--- src/rtl/serial_div_pkg.sv ---
// Shared types and constants for the serial divisibility arbiter.
// Latency: n/a (types, constants and constant functions only).
// Backpressure: n/a.
package serial_div_pkg;

    localparam int DEF_NREQ    = 4;
    localparam int DEF_WIDTH   = 8;
    localparam int DEF_DIVISOR = 5;

    typedef enum logic [1:0] {
        ST_IDLE  = 2'd0,
        ST_SHIFT = 2'd1,
        ST_DONE  = 2'd2
    } state_t;

    // Residue width: enough bits to hold 0..divisor-1.
    function automatic int rem_width(input int divisor);
        return $clog2(divisor);
    endfunction

    // One MSB-first residue step: (2*rem + b) mod divisor, with rem < divisor.
    function automatic int mod_step(input int rem, input logic b, input int divisor);
        int v;
        v = 2 * rem + (b ? 1 : 0);
        return (v >= divisor) ? v - divisor : v;
    endfunction

endpackage

--- src/rtl/serial_mod_core.sv ---
// Serial MSB-first mod-DIVISOR residue tracker, one bit per enabled clock.
// Latency: residue reflects bit_in one clock after en; clr zeroes it next clock.
// Backpressure: none; en gates absorption, clr has priority over en.
// Ports: clk, rst_n (sync, active-low), clr, en, bit_in -> rem[RW-1:0].
module serial_mod_core
    import serial_div_pkg::*;
#(
    parameter int DIVISOR = DEF_DIVISOR,
    parameter int RW      = rem_width(DIVISOR)
) (
    input  logic          clk,
    input  logic          rst_n,
    input  logic          clr,
    input  logic          en,
    input  logic          bit_in,
    output logic [RW-1:0] rem
);

    localparam logic [RW:0] L_DIV = (RW+1)'(DIVISOR);

    logic [RW-1:0] r_rem;
    logic [RW:0]   w_dbl;
    logic [RW-1:0] w_sub;
    logic [RW-1:0] w_nxt;

    // 2*rem+bit < 2*DIVISOR, so one conditional subtract suffices. The
    // subtracted result is below DIVISOR (< 2^RW), so only its low RW bits
    // matter and the high bit of the divisor drops out of the difference.
    assign w_dbl = {r_rem, bit_in};
    assign w_sub = w_dbl[RW-1:0] - L_DIV[RW-1:0];
    assign w_nxt = (w_dbl >= L_DIV) ? w_sub : w_dbl[RW-1:0];

    always_ff @(posedge clk) begin
        if (!rst_n) begin
            r_rem <= '0;
        end else if (clr) begin
            r_rem <= '0;
        end else if (en) begin
            r_rem <= w_nxt;
        end
    end

    assign rem = r_rem;

endmodule

--- src/rtl/serial_div_arbiter.sv ---
// Round-robin shares one serial mod-DIVISOR checker among NREQ word requesters.
// Latency: res_valid rises WIDTH+1 clocks after the accept edge; one word per WIDTH+2 clocks max.
// Backpressure: result held in DONE until res_ready; no grants while a word is in flight.
// Ports: clk, rst_n (sync, active-low); req_valid/req_data/req_ready per requester;
//        res_valid/res_ready handshake carrying res_id, res_div, res_rem.
module serial_div_arbiter
    import serial_div_pkg::*;
#(
    parameter int NREQ    = DEF_NREQ,
    parameter int WIDTH   = DEF_WIDTH,
    parameter int DIVISOR = DEF_DIVISOR,
    parameter int RW      = rem_width(DIVISOR),
    parameter int IDW     = $clog2(NREQ)
) (
    input  logic                  clk,
    input  logic                  rst_n,
    input  logic [NREQ-1:0]       req_valid,
    input  logic [NREQ*WIDTH-1:0] req_data,
    output logic [NREQ-1:0]       req_ready,
    output logic                  res_valid,
    input  logic                  res_ready,
    output logic [IDW-1:0]        res_id,
    output logic                  res_div,
    output logic [RW-1:0]         res_rem
);

    localparam int CW = $clog2(WIDTH);

    state_t           r_state;
    logic [IDW-1:0]   r_rr_ptr;
    logic [WIDTH-1:0] r_shift;
    logic [CW-1:0]    r_cnt;
    logic [IDW-1:0]   r_id;
    logic             r_res_valid;
    logic [IDW-1:0]   r_res_id;
    logic             r_res_div;
    logic [RW-1:0]    r_res_rem;

    logic             w_found;
    logic [IDW-1:0]   w_gnt;
    logic [WIDTH-1:0] w_gnt_word;
    logic             w_accept;
    logic             w_shift_en;
    logic [RW-1:0]    w_rem;
    logic [RW-1:0]    w_fin_rem;

    // First valid requester at or after the round-robin pointer, wrapping.
    always_comb begin
        w_found = 1'b0;
        w_gnt   = '0;
        for (int k = 0; k < NREQ; k++) begin
            if (!w_found && req_valid[IDW'((int'(r_rr_ptr) + k) % NREQ)]) begin
                w_found = 1'b1;
                w_gnt   = IDW'((int'(r_rr_ptr) + k) % NREQ);
            end
        end
    end

    always_comb begin
        w_gnt_word = '0;
        for (int k = 0; k < NREQ; k++) begin
            if (IDW'(k) == w_gnt) begin
                w_gnt_word = req_data[k*WIDTH +: WIDTH];
            end
        end
    end

    assign w_accept   = (r_state == ST_IDLE) && w_found;
    assign req_ready  = w_accept ? (NREQ'(1) << w_gnt) : '0;
    assign w_shift_en = (r_state == ST_SHIFT);

    serial_mod_core #(
        .DIVISOR (DIVISOR),
        .RW      (RW)
    ) u_core (
        .clk    (clk),
        .rst_n  (rst_n),
        .clr    (w_accept),
        .en     (w_shift_en),
        .bit_in (r_shift[WIDTH-1]),
        .rem    (w_rem)
    );

    // The core absorbs the last bit on the same edge that enters DONE, so the
    // result register captures the residue one step ahead of the core output.
    assign w_fin_rem = RW'(mod_step(int'(w_rem), r_shift[WIDTH-1], DIVISOR));

    always_ff @(posedge clk) begin
        if (!rst_n) begin
            r_state     <= ST_IDLE;
            r_rr_ptr    <= '0;
            r_shift     <= '0;
            r_cnt       <= '0;
            r_id        <= '0;
            r_res_valid <= 1'b0;
            r_res_id    <= '0;
            r_res_div   <= 1'b0;
            r_res_rem   <= '0;
        end else begin
            case (r_state)
                ST_IDLE: begin
                    if (w_found) begin
                        r_shift  <= w_gnt_word;
                        r_cnt    <= CW'(WIDTH - 1);
                        r_id     <= w_gnt;
                        r_rr_ptr <= IDW'((int'(w_gnt) + 1) % NREQ);
                        r_state  <= ST_SHIFT;
                    end
                end
                ST_SHIFT: begin
                    r_shift <= r_shift << 1;
                    if (r_cnt == '0) begin
                        r_state     <= ST_DONE;
                        r_res_valid <= 1'b1;
                        r_res_id    <= r_id;
                        r_res_rem   <= w_fin_rem;
                        r_res_div   <= (w_fin_rem == '0);
                    end else begin
                        r_cnt <= r_cnt - 1'b1;
                    end
                end
                ST_DONE: begin
                    if (res_ready) begin
                        r_res_valid <= 1'b0;
                        r_state     <= ST_IDLE;
                    end
                end
                default: r_state <= ST_IDLE;
            endcase
        end
    end

    assign res_valid = r_res_valid;
    assign res_id    = r_res_id;
    assign res_div   = r_res_div;
    assign res_rem   = r_res_rem;

endmodule

--- config.mk ---
export PLATFORM = sky130hd
export DESIGN_NAME = serial_div_arbiter
export DESIGN_NICKNAME = d
export VERILOG_FILES = /design/src/rtl/serial_div_pkg.sv /design/src/rtl/serial_mod_core.sv /design/src/rtl/serial_div_arbiter.sv
export SDC_FILE = /design/constraint.sdc
export NUM_CORES = 1
export LEC_CHECK = 0
export CORE_MARGIN = 5
export CORE_UTILIZATION = 40
export CTS_CLUSTER_DIAMETER = 150
export DETAILED_ROUTE_END_ITERATION = 16
export GPL_TIMING_DRIVEN = 0
export PLACE_DENSITY_LB_ADDON = 0.1
export SETUP_SLACK_MARGIN = 0.1
export SLEW_MARGIN = 20
export SYNTH_ARGS = -nofsm -noshare
export SYNTH_HDL_FRONTEND = slang
export SYNTH_SLANG_ARGS = --single-unit
--- constraint.sdc ---
create_clock -name clk -period 2.8 [get_ports clk]
set_clock_uncertainty 0.2 [all_clocks]
set_input_delay 0.56 -clock clk [delete_from_list [all_inputs] [get_ports clk]]
set_output_delay 0.56 -clock clk [all_outputs]
set_load 0.02 [all_outputs]
==> flow_summary.rst <==
.. list-table::
   :header-rows: 1

   * - Metric
     - Value
   * - Highest-count cells in the layout ignoring fill and taps
     - clkdlybuf4s50_1 (41), dfxtp_1 (25), nand2_1 (17)
   * - Status
     - finished clean
   * - Non-Filler Instances
     - 309
   * - Area of the die
     - 5310 µm²
   * - Filler Cells Inserted
     - 349
   * - Util after Layout
     - 63.9%
   * - CTS Root Cell
     - clkbuf_8
   * - Highest routed layer
     - met4
   * - First-pass GRT wire length
     - 7.40 mm
   * - TritonCTS sink count
     - 27
   * - Die boundary height
     - 72.9 µm
   * - Switching portion of total power
     - 35.2%
   * - RSZ-0062 raised after global routing
     - true
   * - Internal reg-to-reg setup slack
     - 190 ps
   * - Sequential-to-total area share from yosys stat
     - 34.2%
   * - Largest net degree at the start of global routing
     - 15
   * - Met2 Routed Length
     - 2.00 mm
   * - Static Leak
     - 0.000876 µW
   * - Max-cap violations
     - 0
   * - CP dominant cell by count
     - buf_6
   * - H-tree level count
     - 1
   * - Number of flops mapped to enable cells by yosys
     - 0
   * - Number of input and output port buffers inserted
     - 49
   * - Hold Fails Final Rpt
     - 0
   * - Biggest fanout along the worst timing path
     - 6
   * - Core Area
     - 3740 µm²
   * - Net load switching power
     - 465 µW
   * - Cell count after synthesis
     - 199
   * - Average vias per placed instance
     - 5.51
   * - Detailed router's first-iteration violation count
     - 61
   * - Worst Path Class, Setup
     - flip-flop to output port
   * - Sum of routed wire segments on met1
     - 2.12 mm
   * - Main synth FF type
     - dfxtp_1
   * - Average size of a mapped cell
     - 7.94 µm²
   * - Clock-pin slew of the registers on the worst-case setup and hold paths
     - 90 ps
   * - Number of slew-limit violations in the final report
     - 0
   * - Most common library cell in the layout ignoring fill and taps
     - clkdlybuf4s50_1
   * - Total wire length
     - 4.52 mm
   * - Worst-case hold slack
     - 262 ps
   * - Synth Cell Area
     - 1580 µm²
   * - Overall die width
     - 72.9 µm
   * - Vias in the first global route
     - 1639
   * - Warning count from the yosys run
     - 0
   * - Share of the clock period used by the worst path after layout
     - 95.3%
   * - Wire length on met3
     - 325 µm
   * - Yosys reg bits
     - 27
   * - TritonCTS clock tree
     - yes
   * - Synth cell types
     - 39
   * - Actual slew at the worst max-slew pin
     - 514 ps
   * - Number of placement rows
     - 22
   * - Number of antenna violations at the first check in global routing
     - 0
   * - Grt total ovfl
     - 0
   * - 1st-pass router iterations
     - 4
   * - Relative contribution of sequential cells to total power
     - 36.4%
   * - Final Setup Violations
     - 0
   * - Cts bufs inserted
     - 3
   * - Critical Path Start
     - r_rr_ptr[1]$_SDFFE_PN0P_
   * - Startpoint of the most critical hold path
     - r_id[1]$_SDFFE_PN0P_
   * - Data arrival time of the critical path
     - 1910 ps
   * - Slowest stage cell on the critical path
     - dfxtp_2
   * - Clock power frac
     - 16.9%
   * - Synthesized netlist net count
     - 246
   * - Delay of the slowest critical-path stage
     - 340 ps
   * - Maximum buffer depth of the clock tree
     - 2
   * - Data required, critical path
     - 2040 ps
   * - Max Clock Freq
     - 375 MHz
   * - Post-layout net count
     - 309
   * - Final critical-path required period
     - 2670 ps
   * - Clock latency reported for the late side of the worst-skew pair
     - 270 ps
   * - Average wire per standard cell
     - 14.6 µm
   * - Antenna diode count
     - 0
   * - GRT Util Overall
     - 17.5%
   * - Area of the multi-input gates
     - 1070 µm²
   * - Remaining antenna violation count after routing
     - 0
   * - Relative slew slack
     - 65.5%
   * - VDD IR max
     - 0.288 mV
   * - DRC Markers
     - 0
   * - Cell total after placement
     - 296
   * - Worst Setup End Kind
     - output port
   * - Vias after detailed routing
     - 1702
   * - Gp weighted congestion
     - 0.766
   * - Worst setup SP type
     - flip-flop
   * - I/O Pins
     - 50
   * - Total power per unit cell area
     - 552 nW/µm²
   * - Combinational power share
     - 46.8%
   * - CP cell instances
     - buf_6 > mux2i_4 > o221ai_4 > or2_4 > ha_4 > and2_4 > buf_6
   * - Area taken by flip-flops and latches
     - 543 µm²
   * - Share of post-route cells with drive strength above 1
     - 17.6%
   * - Tightest Hold Check Type
     - flip-flop to flip-flop
   * - Starting density of the core
     - 42.2%
   * - Half-perimeter wire length of the detailed placement result
     - 3.29 mm
   * - Internal power consumption
     - 854 µW
   * - Fraction of registers with async set/reset
     - 0%
   * - Synth-to-Final Area Change
     - 51.3%
   * - Setup_tns
     - 0 ps
   * - Worst reg2reg startpoint
     - r_rr_ptr[1]$_SDFFE_PN0P_
-- state kept, by name (all words and copies together), names as in the netlist --
name / count
res_div: 1
res_valid: 1
res_id: 2
r_rr_ptr: 2
res_rem: 3
r_shift: 8
r_state: 2
u_core.rem: 3
r_id: 2
r_cnt: 3
-- power groups by stage --
stage               clock network [µW]  logic [µW]  registers (µW)
global route                       240         680             487
CTS                                229         545             476
global placement                     0         496             482
detailed placement                   0         499             483
floorplan                            0         318             486
finish                             222         617             480
-- per-layer routing --
layer / GRT usage (%) / up-vias
met5: 0 / -
met3: 3.58 / 7
met1: 22.0 / 781
met2: 29.0 / 55
li1: - / 859
met4: 7.17 / 0
-- final timing paths --
kind | depth (start not counted) | endpoint
setup / recovery | 7 | req_ready[2]
hold / removal | 2 | r_id[1]$_SDFFE_PN0P_
setup reg to reg | 10 | r_shift[5]$_SDFFE_PN0P_
hold reg to reg | 2 | r_id[1]$_SDFFE_PN0P_
-- logic make-up (layout without fill, tap and decap cells) --
group / Yosys count / after routing / share of synthesized area, %
simple gates: 70 / 70 / 22.9
compound gates: 65 / 65 / 27.6
flops: 27 / 27 / 34.2
buf+inv: 25 / 87 / 6.49
fa+ha+maj: 8 / 8 / 6.33
mux: 4 / 4 / 2.53
-- timing repair --
action	CTS	global route
hold buffers	0	0
pin swaps	4	6
resized for setup	47	37
setup buffers	5	5
endpoints found under the hold margin	0	0
endpoints found under the setup margin	12	12
cloned	0	0
-- layout make-up --
class                      instances  share of cell area, %
clock buffer                       4                   1.88
timing repair buffer              59                   23.1
sequential                        27                   22.7
buffer                            12                   3.19
inverter                          12                   1.88
multi-input combinational        147                   44.7
tap                               48                   2.51
-- metrics by stage --
step                power (µW)  instance area, µm²  setup slack, ps
finish                    1320                2390              131
global route              1410                2390             73.8
CTS                       1250                2270             77.9
detailed placement         982                2130            -1010
global placement           978                2130             -989
floorplan                  804                1580              107
-- critical path, delay by kind of cell (launching register included) --
family | cells | cell delay (ps)
compound gates | 1 | 170
flops | 1 | 340
buf+inv | 2 | 250
fa+ha+maj | 1 | 190
simple gates | 2 | 450
mux | 1 | 240
-- synthesized netlist by cell type, drive strengths merged, types with 2 or more instances --
master / number / area share, %
o21a: 5 / 2.4
inv: 11 / 2.6
or3: 8 / 3.5
ha: 8 / 6.3
a221oi: 6 / 3.3
nand2b: 4 / 1.6
a211oi: 2 / 0.95
a21oi: 11 / 3.5
nor4: 2 / 1.2
o21ai: 11 / 3.5
o221ai: 2 / 1.1
nor2: 12 / 2.9
or2: 2 / 0.79
a31oi: 9 / 3.6
mux2i: 4 / 2.5
nand2: 17 / 4.0
nor3: 2 / 0.63
dfxtp: 27 / 34
o22ai: 8 / 3.2
nor2b: 3 / 1.2
buf: 2 / 1.0
and2: 4 / 1.6
nand3: 13 / 4.1
clkbuf: 11 / 2.6
a311oi: 2 / 1.1
o31ai: 2 / 0.95
a221o: 2 / 1.3
(Power assumes the default switching activity.)
